## config.mk

```make
export PLATFORM = sky130hd
export DESIGN_NAME = add_restore_16bit
export DESIGN_NICKNAME = d
export VERILOG_FILES = /design/src/rtl/add_restore_16bit.sv
export SDC_FILE = /design/constraint.sdc
export NUM_CORES = 1
export LEC_CHECK = 0
export ABC_AREA = 1
export BUFFER_PORTS_ARGS = -buffer_cell sky130_fd_sc_hd__buf_2
export CAP_MARGIN = 20
export CORE_ASPECT_RATIO = 0.7
export CORE_MARGIN = 5
export CORE_UTILIZATION = 40
export DETAILED_ROUTE_END_ITERATION = 6
export PLACE_DENSITY = 0.62
export SYNTH_ARGS = -nofsm -noshare
export SYNTH_HDL_FRONTEND = slang
export SYNTH_SLANG_ARGS = --single-unit
```

## constraint.sdc

```tcl
create_clock -name clk -period 1.8 [get_ports clk]
set_input_delay 0.36 -clock clk [delete_from_list [all_inputs] [get_ports clk]]
set_output_delay 0.36 -clock clk [all_outputs]
set_load 0.01 [all_outputs]
```

## src/rtl/add_restore_16bit.sv

```systemverilog
// ----------------------------------------------------------------------------
// add_restore_16bit
//
// Rebuilds the raw detector sample from the error path by adding the noise
// estimate back onto the error sample: out1 = clamp(in1 + in2). The result
// feeds the capture/monitor path, so every clipped sample is flagged and
// counted.
//
// Two-stage pipeline:
//   stage 1 : exact WIDTH+1 bit sum of the two signed inputs
//   stage 2 : saturation to WIDTH bits, clip flag, output register
// Both stages advance together whenever the output slot is free or being
// drained, so throughput is one sample per clock and latency is two clocks.
//
// Ports
//   clk        system clock, rising edge
//   rst        synchronous active-high reset
//   in_valid   input sample pair valid
//   in_ready   pipeline can take a pair this cycle
//   in1        signed error sample
//   in2        signed noise estimate
//   out_valid  out1 / sat_flag valid
//   out_ready  downstream accepts this cycle
//   out1       signed saturated sum
//   sat_flag   out1 was clipped
//   sat_count  number of clipped samples delivered, sticks at all-ones
//   clr_count  synchronous clear of sat_count
// ----------------------------------------------------------------------------
module add_restore_16bit #(
    parameter int WIDTH = 16,
    parameter int CNT_W = 16
) (
    input  logic             clk,
    input  logic             rst,
    input  logic             in_valid,
    output logic             in_ready,
    input  logic [WIDTH-1:0] in1,
    input  logic [WIDTH-1:0] in2,
    output logic             out_valid,
    input  logic             out_ready,
    output logic [WIDTH-1:0] out1,
    output logic             sat_flag,
    output logic [CNT_W-1:0] sat_count,
    input  logic             clr_count
);

    localparam logic [WIDTH-1:0] SAT_MAX = {1'b0, {(WIDTH-1){1'b1}}};
    localparam logic [WIDTH-1:0] SAT_MIN = {1'b1, {(WIDTH-1){1'b0}}};
    localparam logic [CNT_W-1:0] CNT_MAX = {CNT_W{1'b1}};
    localparam logic [CNT_W-1:0] CNT_ONE = {{(CNT_W-1){1'b0}}, 1'b1};

    logic             r_s1_valid;
    logic [WIDTH:0]   r_s1_sum;
    logic             r_out_valid;
    logic [WIDTH-1:0] r_out1;
    logic             r_sat_flag;
    logic [CNT_W-1:0] r_sat_count;

    logic             w_adv;
    logic             w_in_xfer;
    logic [WIDTH:0]   w_sum_next;
    logic             w_ovf;
    logic [WIDTH-1:0] w_sat_val;
    logic             w_out_xfer;
    logic             w_cnt_inc;

    // The whole pipeline moves as one; a stalled output freezes both stages.
    assign w_adv      = out_ready | ~r_out_valid;
    assign w_in_xfer  = in_valid & w_adv;

    // Sign-extend by one bit so the sum can never wrap.
    assign w_sum_next = {in1[WIDTH-1], in1} + {in2[WIDTH-1], in2};

    // The sum fits in WIDTH bits exactly when its top two bits agree; the top
    // bit then tells which rail to clamp to.
    assign w_ovf      = r_s1_sum[WIDTH] ^ r_s1_sum[WIDTH-1];
    assign w_sat_val  = w_ovf ? (r_s1_sum[WIDTH] ? SAT_MIN : SAT_MAX)
                              : r_s1_sum[WIDTH-1:0];

    assign w_out_xfer = r_out_valid & out_ready;
    assign w_cnt_inc  = w_out_xfer & r_sat_flag;

    always_ff @(posedge clk) begin
        if (rst) begin
            r_s1_valid <= 1'b0;
            r_s1_sum   <= '0;
        end else if (w_adv) begin
            r_s1_valid <= in_valid;
            if (w_in_xfer) begin
                r_s1_sum <= w_sum_next;
            end
        end
    end

    always_ff @(posedge clk) begin
        if (rst) begin
            r_out_valid <= 1'b0;
            r_out1      <= '0;
            r_sat_flag  <= 1'b0;
        end else if (w_adv) begin
            r_out_valid <= r_s1_valid;
            if (r_s1_valid) begin
                r_out1     <= w_sat_val;
                r_sat_flag <= w_ovf;
            end
        end
    end

    // A clear that coincides with a clipped delivery keeps that event.
    always_ff @(posedge clk) begin
        if (rst) begin
            r_sat_count <= '0;
        end else if (clr_count) begin
            r_sat_count <= w_cnt_inc ? CNT_ONE : '0;
        end else if (w_cnt_inc && (r_sat_count != CNT_MAX)) begin
            r_sat_count <= r_sat_count + CNT_ONE;
        end
    end

    assign in_ready  = w_adv;
    assign out_valid = r_out_valid;
    assign out1      = r_out1;
    assign sat_flag  = r_sat_flag;
    assign sat_count = r_sat_count;

endmodule

```

Word-level counts from Yosys, hierarchy flattened
Index checks and enable logic that the tools add are counted.
{"block": "op_classes", "shift": 0, "n_eq_ne": 1, "muxes": 5, "div_mod_pow": 0, "n_addsub": 2, "n_lt_le_gt_ge": 0, "bitwise_logic": 6, "multipliers": 0, "n_reduce_logical": 4}
{"op": "2-to-1 mux 16 bit", "n": 4}
{"op": "adder 16 x 16 -> 17 bit", "n": 1}
{"op": "adder 16 x 1 -> 16 bit (second input constant)", "n": 1}
{"op": "inequality test 16 bit (second input constant)", "n": 1}
{"op": "AND reduction 2 bit", "n": 2}
{"op": "bitwise AND 1 bit", "n": 3}
{"op": "nonzero test 2 bit", "n": 1}
{"op": "logical AND 1 bit", "n": 1}
{"op": "2-to-1 mux 1 bit", "n": 1}
{"op": "inverter 1 bit", "n": 1}
{"op": "bitwise OR 1 bit", "n": 1}
{"op": "XOR 1 bit", "n": 1}
{"block": "word_totals", "regBits": 52, "rom_bits": 0, "memories": 0, "latchBits": 0, "ram_bits": 0, "out_inout_bits": 35, "word_cells": 24}

Depth between registers and ports, before layout
Gate-level depths: netlist of run 1.
{"block": "logic_depth", "ltp_word": 5, "depth_mapped": 12, "mapped_depth_nobuf": 12}

Worst setup path after synthesis of run 1
Ideal clock, no wire load.
{"block": "synth_path", "path_type": "input-to-reg", "start": "in in1[0]", "end": "reg r_s1_sum[16]", "t_arrival_ns": 1.576, "path_slack_ns": 0.115, "n_path_buf": 0, "cell_stages": 12, "path_cell_list": "ha_1 fa_1 nand2_1 nand2_1 nand3_1 nand2_1 nand2_1 nand2_1 nand2_1 nand3_1 nand2_1 inv_1"}
{"block": "synth_between", "elab_chain_len": 1}
{"element": "start, declared", "line": "37", "text": "input logic [WIDTH-1:0] in1,"}
{"element": "adder 16 x 16 -> 17 bit", "line": "72", "text": "assign w_sum_next = {in1[WIDTH-1], in1} + {in2[WIDTH-1], in2};"}
{"element": "end signal, assigned", "line": "90", "text": "r_s1_sum <= w_sum_next;"}
{"element": "end, declared", "line": "53", "text": "logic [WIDTH:0] r_s1_sum;"}
Every way passes these cells.
A chain may end at the register's enable or synchronous reset.

Worst setup path after layout of run 1
Ends and elaborated chain as after synthesis.

==> flow_summary.json, run 1 <==
{
  "outcome": "finished, final reports clean",
  "root_buffer": "clkbuf_16",
  "cp-start-kind": "input pin",
  "critPathSlowestCell": "fa_1",
  "yosys.cell_types.count": 36,
  "synthDominantCellAreaShare_pct": 31.2,
  "synth.avg_cell_area_um2": 6.49,
  "ant_nets": 0,
  "diodes": 0,
  "cts_hold_buf": 0,
  "route.detailed.drc": 0,
  "rsz0062_at_grt": "false",
  "utilization_pct": 49.8,
  "yosysSeqAreaShare_pct": 31.2,
  "cts_buffers": 5,
  "synth_top_area_cell": "dfxtp_1",
  "start_util_pct": 41.7,
  "fmax_mhz": 599,
  "fin_crit_ns": 1.67,
  "max-slew-margin-rel_pct": 62.8,
  "tightest_slew_ns": 0.557,
  "grt_use_total_pct": 15.8,
  "drt_first_pass_iters": 5,
  "initialDrtViolationCount": 213,
  "yosys-top-cells-area": "dfxtp_1 (31%), nand2_1 (17%), inv_1 (9.6%), ha_1 (7.1%), nor2_1 (6.2%)",
  "grt_pass1_vias": 3035,
  "die_w_um": 119,
  "power_w": 0.00295,
  "synth-edff-count": 0,
  "vias": 3283,
  "power_density_mw_per_mm2": 740,
  "hold_violations": 0,
  "grt_first_pass_wirelength_mm": 13.7,
  "p_clk_share_pct": 36.2,
  "via_per_inst": 4.74,
  "cts_tree": "yes",
  "holdWs_ns": 0.411,
  "synth_cells": 514,
  "synth_seq_cells": 52,
  "hp-class": "in2reg",
  "synthArstFlopShare_pct": 0,
  "synth_area_mm2": 0.00334,
  "io_buffers": 71,
  "cpMostUsedCell": "nand2_1",
  "io_pins": 72,
  "antenna_found_initial": 0,
  "cts_max_level": 2,
  "place_hpwl_mm": 6.35,
  "syn_to_final_growth_pct": 19.5,
  "dieArea_mm2": 0.0103,
  "rows": 27,
  "cp_data_arrival_time_ns": 1.85,
  "clock_latency_ns": 0.28,
  "drive_gt1_share_pct": 19.8,
  "final_nets": 648,
  "grt_max_degree": 30,
  "routed_wl_mm": 8.16,
  "crit_type": "in2reg",
  "pwr-share-comb_pct": 21.0,
  "clkTransAtPathRegs_ns": 0.07,
  "ir_worst_vdd_mv": 0.436,
  "maxCapViolations": 0,
  "min_period_over_period_pct": 92.7,
  "cpPeakStageDelay_ns": 0.40,
  "crit_chain": "buf_2, ha_1, fa_1, nand2_1, nand2_1, nand3_1, nand2_1, nand2_1, nand2_1, nand2_1, nand3_1, nand2_1, inv_1",
  "p_int_w": 0.00212,
  "fp.dieH_um": 86.4,
  "numClockSinks": 52,
  "wl_per_cell_um": 11.8,
  "clockBufferDepth": 2,
  "switching_share_pct": 28.2,
  "skew_ns": 0.00597,
  "core_mm2": 0.00801,
  "synth-warning-count": 0,
  "grt-ovfl-total": 0,
  "synth_nets": 571,
  "setup_viol": 0,
  "cp.required_ns": 1.98,
  "synth_flop_cell": "dfxtp_1",
  "end_kind": "register",
  "power.share.sequential_pct": 42.8,
  "crit_fanout": 3,
  "maxSlewViolCount": 0,
  "switchingPower_w": 0.000833,
  "gp_congestion": 0.831,
  "p_leak_nw": 2.12
}
[cells in the final DEF, fill, tap and decap left out, types with 2 or more instances in the layout]
master,netlist,layout
a21oi_1,18,18
nor3_1,7,7
clkbuf_16,0,5
dfxtp_1,52,52
nor3b_1,2,2
xnor2_1,3,3
nor2_1,55,55
nand2_2,2,2
inv_2,5,5
nand2_4,2,2
nand4_1,2,2
ha_1,19,19
nand2_1,155,155
buf_4,1,11
o21ai_1,6,6
inv_1,85,85
buf_2,3,71
nand3b_1,2,2
nand3_1,36,36
a21oi_2,2,2
o211ai_1,4,4
a31oi_1,15,15
nor2_4,7,7
nand3_2,5,5
o21ai_0,9,9
[layer usage]
layer  global-route usage [%]  vias up  wire [um]
li1                         -     1760          -
met1                     23.6     1461       4450
met2                     23.6       60       3300
met3                     3.78        2        386
met4                     1.79        0         19
met5                        0        -          0
[final timing paths]
check | from | to | slack (ns) | depth (start not counted)
worst max register to register | sat_count[0] | sat_count[9] | 0.17 | 9
worst min register to register | r_s1_valid | r_s1_valid | 0.48 | 2
worst min-delay path | out_ready | r_s1_valid | 0.41 | 4
worst max-delay path | in1[0] | r_s1_sum[16] | 0.13 | 13
[power by group through the flow]
stage / clock network, W / logic [W] / registers [W]
floorplan: 0 / 0.000414 / 0.00129
global placement: 0 / 0.000607 / 0.00129
detailed placement: 0 / 0.000617 / 0.00129
CTS: 0.00109 / 0.000622 / 0.00126
global route: 0.00114 / 0.000714 / 0.00127
finish: 0.00107 / 0.000621 / 0.00126
[repair_timing]
| action | 4_1_cts | 5_1_grt |
|---|---|---|
| buffers inserted | 0 | 2 |
| setup endpoints to repair | 0 | 1 |
| resized for setup | 0 | 0 |
[logic make-up (layout without fill, tap and decap cells)]
family,after synthesis,in the layout,share of synthesized area [%]
xor+xnor,4,4,1.05
flops,52,52,31.2
mux,1,1,0.300
simple gates,279,279,37.3
fa+ha+maj,20,20,7.72
buf+inv,103,181,12.7
compound gates,55,55,9.75
[cells in the mapped netlist, drive strengths merged, types with 2 or more instances]
cell    count
nand2     159
inv        90
nor2       63
dfxtp      52
nand3      41
a21oi      20
ha         19
a31oi      15
o21ai      15
buf        10
nor3        8
o211ai      4
xnor2       3
clkbuf      2
nand3b      2
nand4       2
nor3b       2
or2         2
[registers in the layout (all words and copies together), names as in the netlist]
| name | cells |
|---|---|
| r_s1_sum | 17 |
| out1 | 16 |
| sat_count | 16 |
| out_valid | 1 |
| r_s1_valid | 1 |
| sat_flag | 1 |
[worst max-delay path: cells and delay by family]
kind                       cells  cell delay (ns)
and+or+nand+nor                9             0.73
adders and majority gates      2             0.61
buffers and inverters          2             0.13
[area by class of cell]
cell class | count | area (um^2)
Timing Repair Buffer | 82 | 438
Clock buffer | 5 | 125
Inverter | 91 | 342
Tap cell | 101 | 126
Multi-Input combinational cell | 359 | 1870
Clock inverter | 3 | 42.5
Sequential cell | 52 | 1040
Fill cell | 849 | 4020
[metrics by stage]
step | instance area, um^2 | setup TNS (ns) | worst slack [ns] | instances
floorplan | 3340 | 0 | 0.115 | 514
finish | 3990 | 0 | 0.132 | 693
detailed placement | 3800 | -0.881 | -0.173 | 683
global route | 3990 | 0 | 0.00315 | 693
CTS | 3970 | 0 | 0.115 | 691
global placement | 3800 | -0.543 | -0.130 | 683
Note: power is estimated with default switching activity, not from simulation.
==> run 2: changes to the inputs <==
--- a/config.mk
+++ b/config.mk
@@ -5,14 +5,13 @@
 export SDC_FILE = /design/constraint.sdc
 export NUM_CORES = 1
 export LEC_CHECK = 0
-export ABC_AREA = 1
 export BUFFER_PORTS_ARGS = -buffer_cell sky130_fd_sc_hd__buf_2
 export CAP_MARGIN = 20
 export CORE_ASPECT_RATIO = 0.7
 export CORE_MARGIN = 5
 export CORE_UTILIZATION = 40
 export DETAILED_ROUTE_END_ITERATION = 6
-export PLACE_DENSITY = 0.62
+export PLACE_DENSITY = 0.64
 export SYNTH_ARGS = -nofsm -noshare
 export SYNTH_HDL_FRONTEND = slang
 export SYNTH_SLANG_ARGS = --single-unit
==> flow_summary.json, run 2 <==
{
  "outcome": "finished, final reports clean",
  "cts_buffers": 5,
  "netlist_top_cells_count": "dfxtp_1 (52), nor2_1 (41), a21oi_1 (36)",
  "fp.dieH_um": 81.9,
  "power_density_mw_per_mm2": 700,
  "rr_worst_depth": 6,
  "ant_nets": 0,
  "start_util_pct": 40.7,
  "maxSlewViolCount": 0,
  "fin_crit_ns": 1.75,
  "antenna_found_initial": 0,
  "grt_max_degree": 27,
  "rsz0062_at_grt": "true",
  "synthArstFlopShare_pct": 0,
  "crit_fanout": 3,
  "synth-edff-count": 0,
  "cts_tree": "yes",
  "switchingPower_w": 0.000799,
  "max-slew-margin-rel_pct": 68.5,
  "syn_to_final_growth_pct": 34.4,
  "synth-warning-count": 0,
  "top_layer": "met4",
  "wl_met2_mm": 3.37,
  "rows": 26,
  "r2r_start": "sat_count[9]",
  "regMostFlops": "r_s1_sum",
  "synthDominantCellAreaShare_pct": 35.2,
  "drt_first_pass_iters": 4,
  "synth_top_area_cell": "dfxtp_1",
  "switching_share_pct": 28.8,
  "cp-endpoint": "r_s1_sum[11]",
  "route.detailed.drc": 0,
  "fill_cells": 701,
  "drive_gt1_share_pct": 34.7,
  "clockBufferDepth": 2,
  "routed_wl_mm": 7.81,
  "die_w_um": 113,
  "min_period_over_period_pct": 97.2,
  "diodes": 0,
  "hold_violations": 0,
  "synth.avg_cell_area_um2": 8.54,
  "ir_worst_vdd_mv": 0.426,
  "cts_max_level": 2,
  "clock_latency_ns": 0.30,
  "skew_ns": 0.00805,
  "power.share.sequential_pct": 45.6,
  "crit_type": "in2reg",
  "tightest_slew_ns": 0.469,
  "clkTransAtPathRegs_ns": 0.10,
  "synth_area_mm2": 0.00295,
  "grt_use_total_pct": 16.6,
  "regToRegEndpoint": "sat_count[1]",
  "p_clk_share_pct": 28.3,
  "final_nets": 511,
  "hp-class": "in2reg",
  "io_buffers": 71,
  "yosysSeqAreaShare_pct": 35.2,
  "setup_viol": 0,
  "cp.required_ns": 1.99,
  "maxCapViolations": 0,
  "initialDrtViolationCount": 158,
  "yosysMostFrequentCell": "dfxtp_1",
  "synth_cells": 346,
  "end_kind": "register",
  "dr_wl_met3_um": 355,
  "regToRegSetupSlack_ns": 0.07,
  "vias": 2961,
  "final_common_cell": "buf_2",
  "cp-startpoint": "in1[1]",
  "grt_pass1_vias": 2759,
  "placed_cells": 544,
  "yosys-top-cells-area": "dfxtp_1 (35%), ha_1 (8.0%), a21oi_1 (6.1%), nor2_1 (5.2%), a211oi_1 (4.8%)",
  "synth_seq_cells": 52,
  "cp-start-kind": "input pin",
  "synth_flop_cell": "dfxtp_1",
  "via_per_inst": 5.35,
  "synth_nets": 403,
  "p_leak_nw": 1.69,
  "power_w": 0.00278,
  "fin_cells": 553,
  "place_hpwl_mm": 6.07,
  "cts_hold_buf": 0,
  "root_buffer": "clkbuf_8",
  "yosys.cell_types.count": 54,
  "largest_reg_flops": 17,
  "p_int_w": 0.00198,
  "numClockSinks": 52,
  "met1Wirelength_mm": 4.03,
  "gp_congestion": 0.874,
  "grt_first_pass_wirelength_mm": 12.8,
  "hp-start": "in_valid",
  "core_mm2": 0.00725,
  "setup_tns_ns": 0,
  "wl_per_cell_um": 14.1,
  "final_cell_mix": "buf_2 (71), dfxtp_1 (52), buf_4 (48), nor2_1 (41), a21oi_1 (34)",
  "pwr-share-comb_pct": 26.1,
  "dieArea_mm2": 0.00923,
  "fmax_mhz": 571,
  "grt-ovfl-total": 0,
  "cp_data_arrival_time_ns": 1.94,
  "io_pins": 72
}
run 2: changes by cell type after synthesis, sizes merged, moves of 8 or more:
cell    before  now
clkbuf       2   14
nand2      159   20
nor2        63   41
a21oi       20   39
o31ai        0    8
and3         0    8
o21ai       15    5
nand3       41   12
a31oi       15    2
xor2         1   11
a211oi       0   19
inv         90    8
run 2: worst min path at each step:
stage,end,slack (ns),cells past startpoint
floorplan,r_s1_sum[9],0.43,2
global placement,r_s1_sum[3],0.44,2
detailed placement,r_s1_sum[3],0.45,2
CTS,r_s1_valid,0.41,3
global route,r_s1_sum[16],0.43,3
finish,r_s1_valid,0.41,3
run 2: worst max-delay path, stage by stage:
cell and delay (ns):
buf_2 0.12, ha_1 0.23, a21oi_4 0.18, a21oi_2 0.09
o311a_1 0.36, or3_1 0.35, a32o_1 0.24
run 2: metrics by stage:
| step | utilization, % | area (um^2) | worst slack [ns] | hold slack, ns |
|---|---|---|---|---|
| finish | 54.7 | 3970 | 0.0497 | 0.413 |
| global route | 54.7 | 3970 | -0.0261 | 0.429 |
| CTS | 53.8 | 3910 | 0.0119 | 0.409 |
| detailed placement | 52.3 | 3800 | -0.279 | 0.448 |
| global placement | 52.3 | 3800 | -0.244 | 0.443 |
| floorplan | - | 3050 | -0.0489 | 0.425 |
run 2: layer usage:
layer | vias to the layer above | GRT usage, %
met5 | - | 0
met4 | 0 | 3.72
met3 | 7 | 3.31
met2 | 68 | 25.8
met1 | 1386 | 23.9
li1 | 1500 | -
run 2: area by class of cell:
class / count / area [um^2] / share of cell area [%]
timing repair buffer: 120 / 727 / 18.3
tap: 98 / 123 / 3.09
clock buffer: 6 / 72.6 / 1.83
clock inverter: 2 / 35.0 / 0.882
sequential: 52 / 1040 / 26.2
inverter: 8 / 30.0 / 0.756
multi-input combinational: 267 / 1940 / 48.9
run 2: kinds of logic (layout without fill, tap and decap cells):
group                      Yosys count  in the layout  share of synthesized area, %
and+or+nand+nor                    118            118                          20.2
AOI/OAI and AO/OA                  112            112                          26.6
DFF                                 52             52                          35.2
buffers and inverters               27            136                          4.19
adders and majority gates           20             20                          8.73
xor gates and xnor gates            16             16                          4.74
muxes                                1              1                         0.339
run 2: power by group through the flow:
stage / Combinational, W / Clock (W) / Sequential, W
5_1_grt: 0.000812 / 0.000868 / 0.00127
2_1_floorplan: 0.000436 / 0 / 0.00130
3_5_place_dp: 0.000711 / 0 / 0.00129
6_report: 0.000726 / 0.000787 / 0.00127
4_1_cts: 0.000717 / 0.000806 / 0.00127
3_3_place_gp: 0.000702 / 0 / 0.00129
run 2: what timing repair did:
item | in CTS | in global routing
setup endpoints to repair | 0 | 16
setup buffers | 0 | 1
resized for setup | 0 | 12
